$ cat src/rtl/rgb_fade_sequencer.sv
// rgb_fade_sequencer: steps the board RGB LED through an 8-colour palette with PWM dimming.
// AUTO mode fades each colour in, holds it, fades it out, then advances; MANUAL mode steps on button edges.
// Latency: LED pins are active-low and registered one clock after the pwm_cnt/level_o compare.
module rgb_fade_sequencer #(
  parameter int PWM_BITS   = 8,
  parameter int TICK_DIV   = 12000,
  parameter int HOLD_TICKS = 500
) (
  input  logic                CLK,
  input  logic                RST,
  input  logic                step_i,
  input  logic                mode_i,
  output logic                LED_R,
  output logic                LED_G,
  output logic                LED_B,
  output logic [2:0]          color_o,
  output logic [PWM_BITS-1:0] level_o
);

  // Prescaler needs at least one bit even when TICK_DIV is 1 (tick every cycle).
  localparam int PSC_W  = (TICK_DIV > 1) ? $clog2(TICK_DIV) : 1;
  localparam int HOLD_W = $clog2(HOLD_TICKS) + 1;

  localparam logic [PSC_W-1:0]    PSC_LAST     = PSC_W'(TICK_DIV - 1);
  localparam logic [PSC_W-1:0]    PSC_ONE      = PSC_W'(1);
  localparam logic [HOLD_W-1:0]   HOLD_LAST    = HOLD_W'(HOLD_TICKS - 1);
  localparam logic [HOLD_W-1:0]   HOLD_ONE     = HOLD_W'(1);
  localparam logic [PWM_BITS-1:0] LVL_MAX      = {PWM_BITS{1'b1}};
  localparam logic [PWM_BITS-1:0] LVL_ONE      = PWM_BITS'(1);
  localparam logic [PWM_BITS-1:0] LVL_NEAR_MAX = LVL_MAX - LVL_ONE;
  localparam logic [2:0]          COLOR_ONE    = 3'd1;

  typedef enum logic [2:0] {
    S_IDLE,
    S_FADE_IN,
    S_HOLD,
    S_FADE_OUT,
    S_MANUAL
  } state_t;

  state_t              r_state;
  logic [2:0]          r_color;
  logic [PWM_BITS-1:0] r_level;
  logic [HOLD_W-1:0]   r_hold_cnt;
  logic [PSC_W-1:0]    r_presc;
  logic [PWM_BITS-1:0] r_pwm_cnt;
  logic                r_step_q;
  logic                r_led_r;
  logic                r_led_g;
  logic                r_led_b;

  logic                w_tick;
  logic                w_step_rise;
  logic                w_pwm_on;
  logic [2:0]          w_pal;

  // Palette lookup, bits ordered {R,G,B}; entry 0 is deliberately dark.
  function automatic logic [2:0] palette(input logic [2:0] idx);
    logic [2:0] rgb;
    case (idx)
      3'd0:    rgb = 3'b000;
      3'd1:    rgb = 3'b100;
      3'd2:    rgb = 3'b010;
      3'd3:    rgb = 3'b001;
      3'd4:    rgb = 3'b110;
      3'd5:    rgb = 3'b011;
      3'd6:    rgb = 3'b101;
      default: rgb = 3'b111;
    endcase
    return rgb;
  endfunction

  assign w_tick      = (r_presc == PSC_LAST);
  assign w_step_rise = step_i & ~r_step_q;
  assign w_pwm_on    = (r_pwm_cnt < r_level);
  assign w_pal       = palette(r_color);

  // Delayed copy of the step button for single-pulse edge detection.
  always_ff @(posedge CLK or posedge RST) begin
    if (RST) begin
      r_step_q <= 1'b0;
    end else begin
      r_step_q <= step_i;
    end
  end

  // Brightness-tick prescaler; free-running, never disturbed by mode changes.
  always_ff @(posedge CLK or posedge RST) begin
    if (RST) begin
      r_presc <= '0;
    end else if (w_tick) begin
      r_presc <= '0;
    end else begin
      r_presc <= r_presc + PSC_ONE;
    end
  end

  // Free-running PWM phase counter; wraps naturally at all-ones.
  always_ff @(posedge CLK or posedge RST) begin
    if (RST) begin
      r_pwm_cnt <= '0;
    end else begin
      r_pwm_cnt <= r_pwm_cnt + LVL_ONE;
    end
  end

  // Sequencer FSM: mode changes outrank brightness ticks; level never leaves 0..max.
  always_ff @(posedge CLK or posedge RST) begin
    if (RST) begin
      r_state    <= S_IDLE;
      r_color    <= '0;
      r_level    <= '0;
      r_hold_cnt <= '0;
    end else begin
      case (r_state)
        S_IDLE: begin
          if (mode_i) begin
            r_state <= S_FADE_IN;
            r_level <= '0;
          end else begin
            r_state <= S_MANUAL;
            r_level <= LVL_MAX;
          end
        end

        S_FADE_IN: begin
          if (!mode_i) begin
            r_state <= S_MANUAL;
            r_level <= LVL_MAX;
          end else if (w_tick) begin
            r_level <= r_level + LVL_ONE;
            // The tick that reaches full brightness also starts the hold.
            if (r_level == LVL_NEAR_MAX) begin
              r_state    <= S_HOLD;
              r_hold_cnt <= '0;
            end
          end
        end

        S_HOLD: begin
          if (!mode_i) begin
            r_state <= S_MANUAL;
            r_level <= LVL_MAX;
          end else if (w_tick) begin
            if (r_hold_cnt == HOLD_LAST) begin
              r_state <= S_FADE_OUT;
            end else begin
              r_hold_cnt <= r_hold_cnt + HOLD_ONE;
            end
          end
        end

        S_FADE_OUT: begin
          if (!mode_i) begin
            r_state <= S_MANUAL;
            r_level <= LVL_MAX;
          end else if (w_tick) begin
            r_level <= r_level - LVL_ONE;
            // The tick that reaches darkness also advances the colour.
            if (r_level == LVL_ONE) begin
              r_state <= S_FADE_IN;
              r_color <= r_color + COLOR_ONE;
            end
          end
        end

        S_MANUAL: begin
          if (mode_i) begin
            // Leaving MANUAL swallows any coincident step request.
            r_state <= S_FADE_IN;
            r_level <= '0;
          end else begin
            r_level <= LVL_MAX;
            if (w_step_rise) begin
              r_color <= r_color + COLOR_ONE;
            end
          end
        end

        default: begin
          r_state <= S_IDLE;
          r_level <= '0;
        end
      endcase
    end
  end

  // Registered active-low LED drive from palette bit and PWM compare.
  always_ff @(posedge CLK or posedge RST) begin
    if (RST) begin
      r_led_r <= 1'b1;
      r_led_g <= 1'b1;
      r_led_b <= 1'b1;
    end else begin
      r_led_r <= ~(w_pal[2] & w_pwm_on);
      r_led_g <= ~(w_pal[1] & w_pwm_on);
      r_led_b <= ~(w_pal[0] & w_pwm_on);
    end
  end

  assign LED_R   = r_led_r;
  assign LED_G   = r_led_g;
  assign LED_B   = r_led_b;
  assign color_o = r_color;
  assign level_o = r_level;

endmodule

$ cat config.mk
export PLATFORM = sky130hd
export DESIGN_NAME = rgb_fade_sequencer
export DESIGN_NICKNAME = d
export VERILOG_FILES = /design/src/rtl/rgb_fade_sequencer.sv
export SDC_FILE = /design/constraint.sdc
export NUM_CORES = 1
export LEC_CHECK = 0
export ABC_AREA = 1
export CAP_MARGIN = 10
export CORE_UTILIZATION = 63
export DETAILED_ROUTE_END_ITERATION = 6
export GPL_ROUTABILITY_DRIVEN = 0
export PLACE_DENSITY = 0.8
export SYNTH_ARGS = -nofsm -noshare
export SYNTH_HDL_FRONTEND = slang
export SYNTH_SLANG_ARGS = --single-unit
$ cat constraint.sdc
create_clock -name CLK -period 3.9 [get_ports CLK]
set_input_delay 0.39 -clock CLK [delete_from_list [all_inputs] [get_ports CLK]]
set_output_delay 0.39 -clock CLK [all_outputs]
set_load 0.02 [all_outputs]
# --- Yosys cells after proc, flatten, opt, wreduce, memory -nomap -nowiden ---
# Cells that the tools add are included.
classes:
  n_reduce_logical: 9
  n_bitwise: 8
  n_lt_le_gt_ge: 1
  add_sub_neg: 6
  eq_ne: 33
  muxes: 34
op_table:
  columns: ["cell", "count"]
  rows:
  - ["2-to-1 mux 10 bit", 6]
  - ["2-to-1 mux 3 bit", 16]
  - ["2-to-1 mux 8 bit", 6]
  - ["case mux 8 bit (4 select lines)", 1]
  - ["inequality test 2 bit (second input constant)", 13]
  - ["case mux 3 bit (7 select lines)", 1]
  - ["case mux 10 bit (2 select lines)", 1]
  - ["inequality test 3 bit (second input constant)", 6]
  - ["adder 8 x 1 -> 8 bit (second input constant)", 2]
  - ["case mux 3 bit (5 select lines)", 1]
  - ["adder 14 x 1 -> 14 bit (second input constant)", 1]
  - ["equality test 14 bit (second input constant)", 1]
  - ["2-to-1 mux 14 bit", 1]
  - ["AND reduction 7 bit", 2]
  - ["equality test 3 x 2 -> 1 bit (second input constant)", 4]
  - ["equality test 3 bit (second input constant)", 4]
  - ["adder 10 x 1 -> 10 bit (second input constant)", 1]
  - ["equality test 10 x 9 -> 1 bit (second input constant)", 1]
  - ["equality test 8 x 1 -> 1 bit (second input constant)", 1]
  - ["equality test 8 bit (second input constant)", 1]
  - ["less-than comparator 8 bit", 1]
  - ["subtractor 8 x 1 -> 8 bit (second input constant)", 1]
  - ["equality test 3 x 1 -> 1 bit (second input constant)", 2]
  - ["zero test 3 bit", 2]
  - ["other kinds (8)", 15]
totals:
  elab_cells: 101
  inputBits: 4
  output_inout_bits: 14
  regBits: 50

# --- Longest topological paths before layout ---
logic_depth:
  word_depth: 5
  depth_mapped: 12
  ltp_nobuf: 12

# --- Least setup slack after synthesis ---
# OpenSTA, ideal clock, no wires.
synth_path:
  path_kind: "register -> register"
  start: "reg r_level[0], in the netlist level_o[0]"
  end: "reg r_hold_cnt[3]"
  t_required_ps: 3783
  stages_incl_launch_ff: 12
  synth_period_minus_slack_ps: 1626
  n_path_buf: 0
  arrival_time_ps: 1509
  path_slack_ps: 2274
  cell_sequence: "dfrtp_1 inv_1 ha_1 nand2_1 nor2_1 nand2_1 nand2_1 nand2_1 nor2_4 nand2_4 nand2_1 nand2_1"
synth_via:
  elab_chain_len: 3
synth_lines:
  columns: ["element", "line_no", "rtl"]
  rows:
  - ["from (decl)", "43", "logic [PWM_BITS-1:0] r_level;"]
  - ["from (signal assigned)", "131", "r_level <= r_level + LVL_ONE;"]
  - ["from (signal assigned)", "158", "r_level <= r_level - LVL_ONE;"]
  - ["equality test 8 bit", "133", "if (r_level == LVL_NEAR_MAX) begin"]
  - ["inequality test 2 bit (no source line)", null, null]
  - ["AND reduction 7 bit (no source line)", null, null]
  - ["to (signal assigned)", "148", "r_hold_cnt <= r_hold_cnt + HOLD_ONE;"]
  - ["to (decl)", "44", "logic [HOLD_W-1:0] r_hold_cnt;"]
# Every way passes these cells.
# A chain may end at the register's enable or synchronous reset.

# --- Worst setup path after layout ---
layout_path:
  start: "in mode_i"
  end: "reg r_level[5], in the netlist level_o[5]"
layout_via:
  elab_chain_len: 2
layout_lines:
  columns: ["element", "line_no", "rtl"]
  rows:
  - ["from (decl)", "12", "input logic mode_i,"]
  - ["2-to-1 mux 8 bit (tied with other cells)", "117, 168", null]
  - ["case mux 8 bit (4 select lines) or AND reduction 3 bit (tied branches)", null, null]
# Parallel ways exist; a longest one is shown, timed or not.

==> impl_metrics.json <==
{
  "status": "finished clean",
  "cts_setup_buffers": 0,
  "worstMarginPinSlew_ns": 1.04,
  "grt_max_degree": 51,
  "holdPathStages": 1,
  "rows": 25,
  "core_area_sq_um": 4850,
  "rsz0062_at_grt": "no",
  "cts_buffers": 5,
  "hp-class": "flop to flop",
  "via_per_inst": 5.48,
  "final_nets": 488,
  "start_util_pct": 67.3,
  "power-per-cell-area_nw_per_um2": 599,
  "fillCellCount": 375,
  "synthArstFlopShare_pct": 100,
  "synth_seq_cells": 50,
  "synth.avg_cell_area_sq_um": 7.35,
  "max-cap-violations": 0,
  "io_pins": 18,
  "grt_pass1_wl_mm": 11.6,
  "use_met1_pct": 36.3,
  "holdWs_ns": 0.465,
  "final-hold-violation-count": 0,
  "die_area_sq_um": 5470,
  "cts_max_path_buffers": 2,
  "peakVddDrop_mv": 0.434,
  "cts_hold_buffers": 0,
  "grt_pass1_vias": 2778,
  "met2_usage_pct": 44.3,
  "finalWirelength_mm": 6.81,
  "clk_latency_ns": 0.30,
  "synth_edf_count": 0,
  "period_minus_slack_ns": 1.97,
  "crit_type": "input pin to flop",
  "firstDrtPassIters": 5,
  "grt_usage_pct": 27.2,
  "wire_per_inst_um": 12.8,
  "top_usage_layer": "met2",
  "syn_nets": 467,
  "placedCellCount": 525,
  "cts_tree": "built",
  "post-route-period-util_pct": 50.6,
  "power_leakage_nw": 1.77,
  "ys_seq_area_share_pct": 38.5,
  "area_delta_synth_final_pct": 9.86,
  "gr-usage-met3_pct": 4.61,
  "syn_area_sq_um": 3260,
  "cp.required_ns": 4.10,
  "cp_slowest_stage_delay_ns": 0.72,
  "ys.flop_type": "dfrtp_1",
  "post_cts_resized": 0,
  "report.final.slew_viol_count": 0,
  "max_freq_ghz": 0.507,
  "cp_common_cell": "nand2_1",
  "clockRootBuffer": "clkbuf_8",
  "critPathMaxFanout": 11,
  "cts_max_level": 2,
  "vias": 2922,
  "crit_path_cell_trace": "clkdlybuf4s50_1 -> inv_1 -> nand2_1 -> nand2_1 -> a31oi_2 -> nand2_1 -> o21ai_1 -> nand2_1",
  "io_buffer_count": 17,
  "critPathCaptureType": "flop",
  "clock-sinks": 50,
  "ys_warn_count": 0,
  "tns_ns": 0,
  "dieWidth_um": 74.0,
  "worst-path-buf-inv": 2,
  "grt_overflow_total": 0,
  "drive_above_1_share_pct": 7.30,
  "critPathTopFamily": "buffers and inverters",
  "cts.clk_slew.worst_paths_ns": 0.09,
  "rr_worst_depth": 11,
  "cp_slowest_cell": "clkdlybuf4s50_1",
  "arrival_ns": 2.17,
  "post-dp-hpwl_mm": 4.95,
  "critPathLaunchType": "input pin",
  "synth_cells": 444,
  "finalNonFillerCells": 533,
  "die_y_um": 74.0,
  "synth.distinct_cells": 30,
  "path_depth": 8,
  "drcViolationCount": 0,
  "slew_headroom_pct": 30.9,
  "ant_nets": 0,
  "insertedDiodeCount": 0,
  "antenna_found_initial": 0,
  "fin_skew_ns": 0.00820,
  "drt_iter0_drc": 202,
  "finalSetupViolCount": 0
}
[per-stage QoR]
step	power [mW]	cell area (sq um)	util, %	setup slack (ns)
floorplan	1.50	3260	-	2.27
global placement	1.80	3500	72.1	1.71
detailed placement	1.84	3500	72.1	1.66
CTS	2.14	3580	73.9	1.96
global route	2.32	3580	73.9	1.79
finish	2.15	3580	73.9	1.93
[power by group]
part | switching, mW | internal (mW) | leakage [nW] | total, mW
Sequential | 0.134 | 0.626 | 0.622 | 0.760
Combinational | 0.680 | 0.403 | 1.10 | 1.08
Clock | 0.177 | 0.127 | 0.0452 | 0.304
[sequential cells by signal, summed over array words and instances (netlist names)]
| register | cells |
|---|---|
| color_o | 3 |
| LED_B | 1 |
| LED_R | 1 |
| r_state | 3 |
| LED_G | 1 |
| r_step_q | 1 |
| level_o | 8 |
| r_presc | 14 |
| r_pwm_cnt | 8 |
| r_hold_cnt | 10 |
[kinds of logic (layout without fill, tap and decap cells)]
logic type	after synthesis	after routing	synth area share [%]
compound gates	57	57	9.67
xor+xnor	18	18	4.83
fa+ha+maj	19	19	7.29
buf+inv	60	82	7.17
flops	50	50	38.5
simple gates	240	240	32.6
[per-layer routing]
layer	wire length (um)	share of wire, %
met5	0	0
met4	136	2.0
met3	300	4.4
met2	3120	46
met1	3260	48
[area by class of cell]
| class | count | area (sq um) | area share [%] |
|---|---|---|---|
| multi-input combinational | 334 | 1770 | 49.5 |
| sequential | 50 | 1250 | 35.0 |
| inverter | 57 | 215 | 6.01 |
| timing repair buffer | 17 | 170 | 4.75 |
| tap | 67 | 83.8 | 2.34 |
| clock buffer | 6 | 72.6 | 2.03 |
| clock inverter | 2 | 13.8 | 0.384 |
[layout by cell type (no fill, tap or decap), drive strengths merged, types with 2 or more instances in the layout]
cell / instances
a21oi: 22
clkbuf: 6
o21a: 2
nor2: 58
clkdlybuf4s50: 17
dfstp: 3
xnor2: 6
clkinv: 3
ha: 19
dfrtp: 47
xor2: 12
nand4: 8
nand3: 51
nor3: 8
nand2: 113
o21ai: 31
inv: 56
[Yosys cell counts, types with 4 or more instances]
cell     number  area (sq um)
nand2_1     111           417
nor2_1       52           195
inv_1        49           184
dfrtp_1      47          1180
nand3_1      47           235
o21ai_0      23           115
a21oi_1      21           105
ha_1         19           238
xor2_1       12           105
nand4_1       8          50.1
nor3_1        8          40.0
inv_2         7          26.3
o21ai_1       7          35.0
xnor2_1       6          52.6
nand3_2       4          40.0
[worst paths after layout]
| kind | end | slack [ns] | startpoint |
|---|---|---|---|
| worst min register to register | r_presc[0] | 0.47 | r_presc[0] |
| worst max register to register | r_hold_cnt[5] | 2.11 | level_o[0] |
| worst max-delay path | level_o[5] | 1.93 | mode_i |
| min in group asynchronous | r_presc[6] | 0.65 | RST |
| worst min-delay path | r_presc[0] | 0.47 | r_presc[0] |
| max in group asynchronous | r_pwm_cnt[4] | 2.62 | RST |
(Power assumes the default switching activity.)
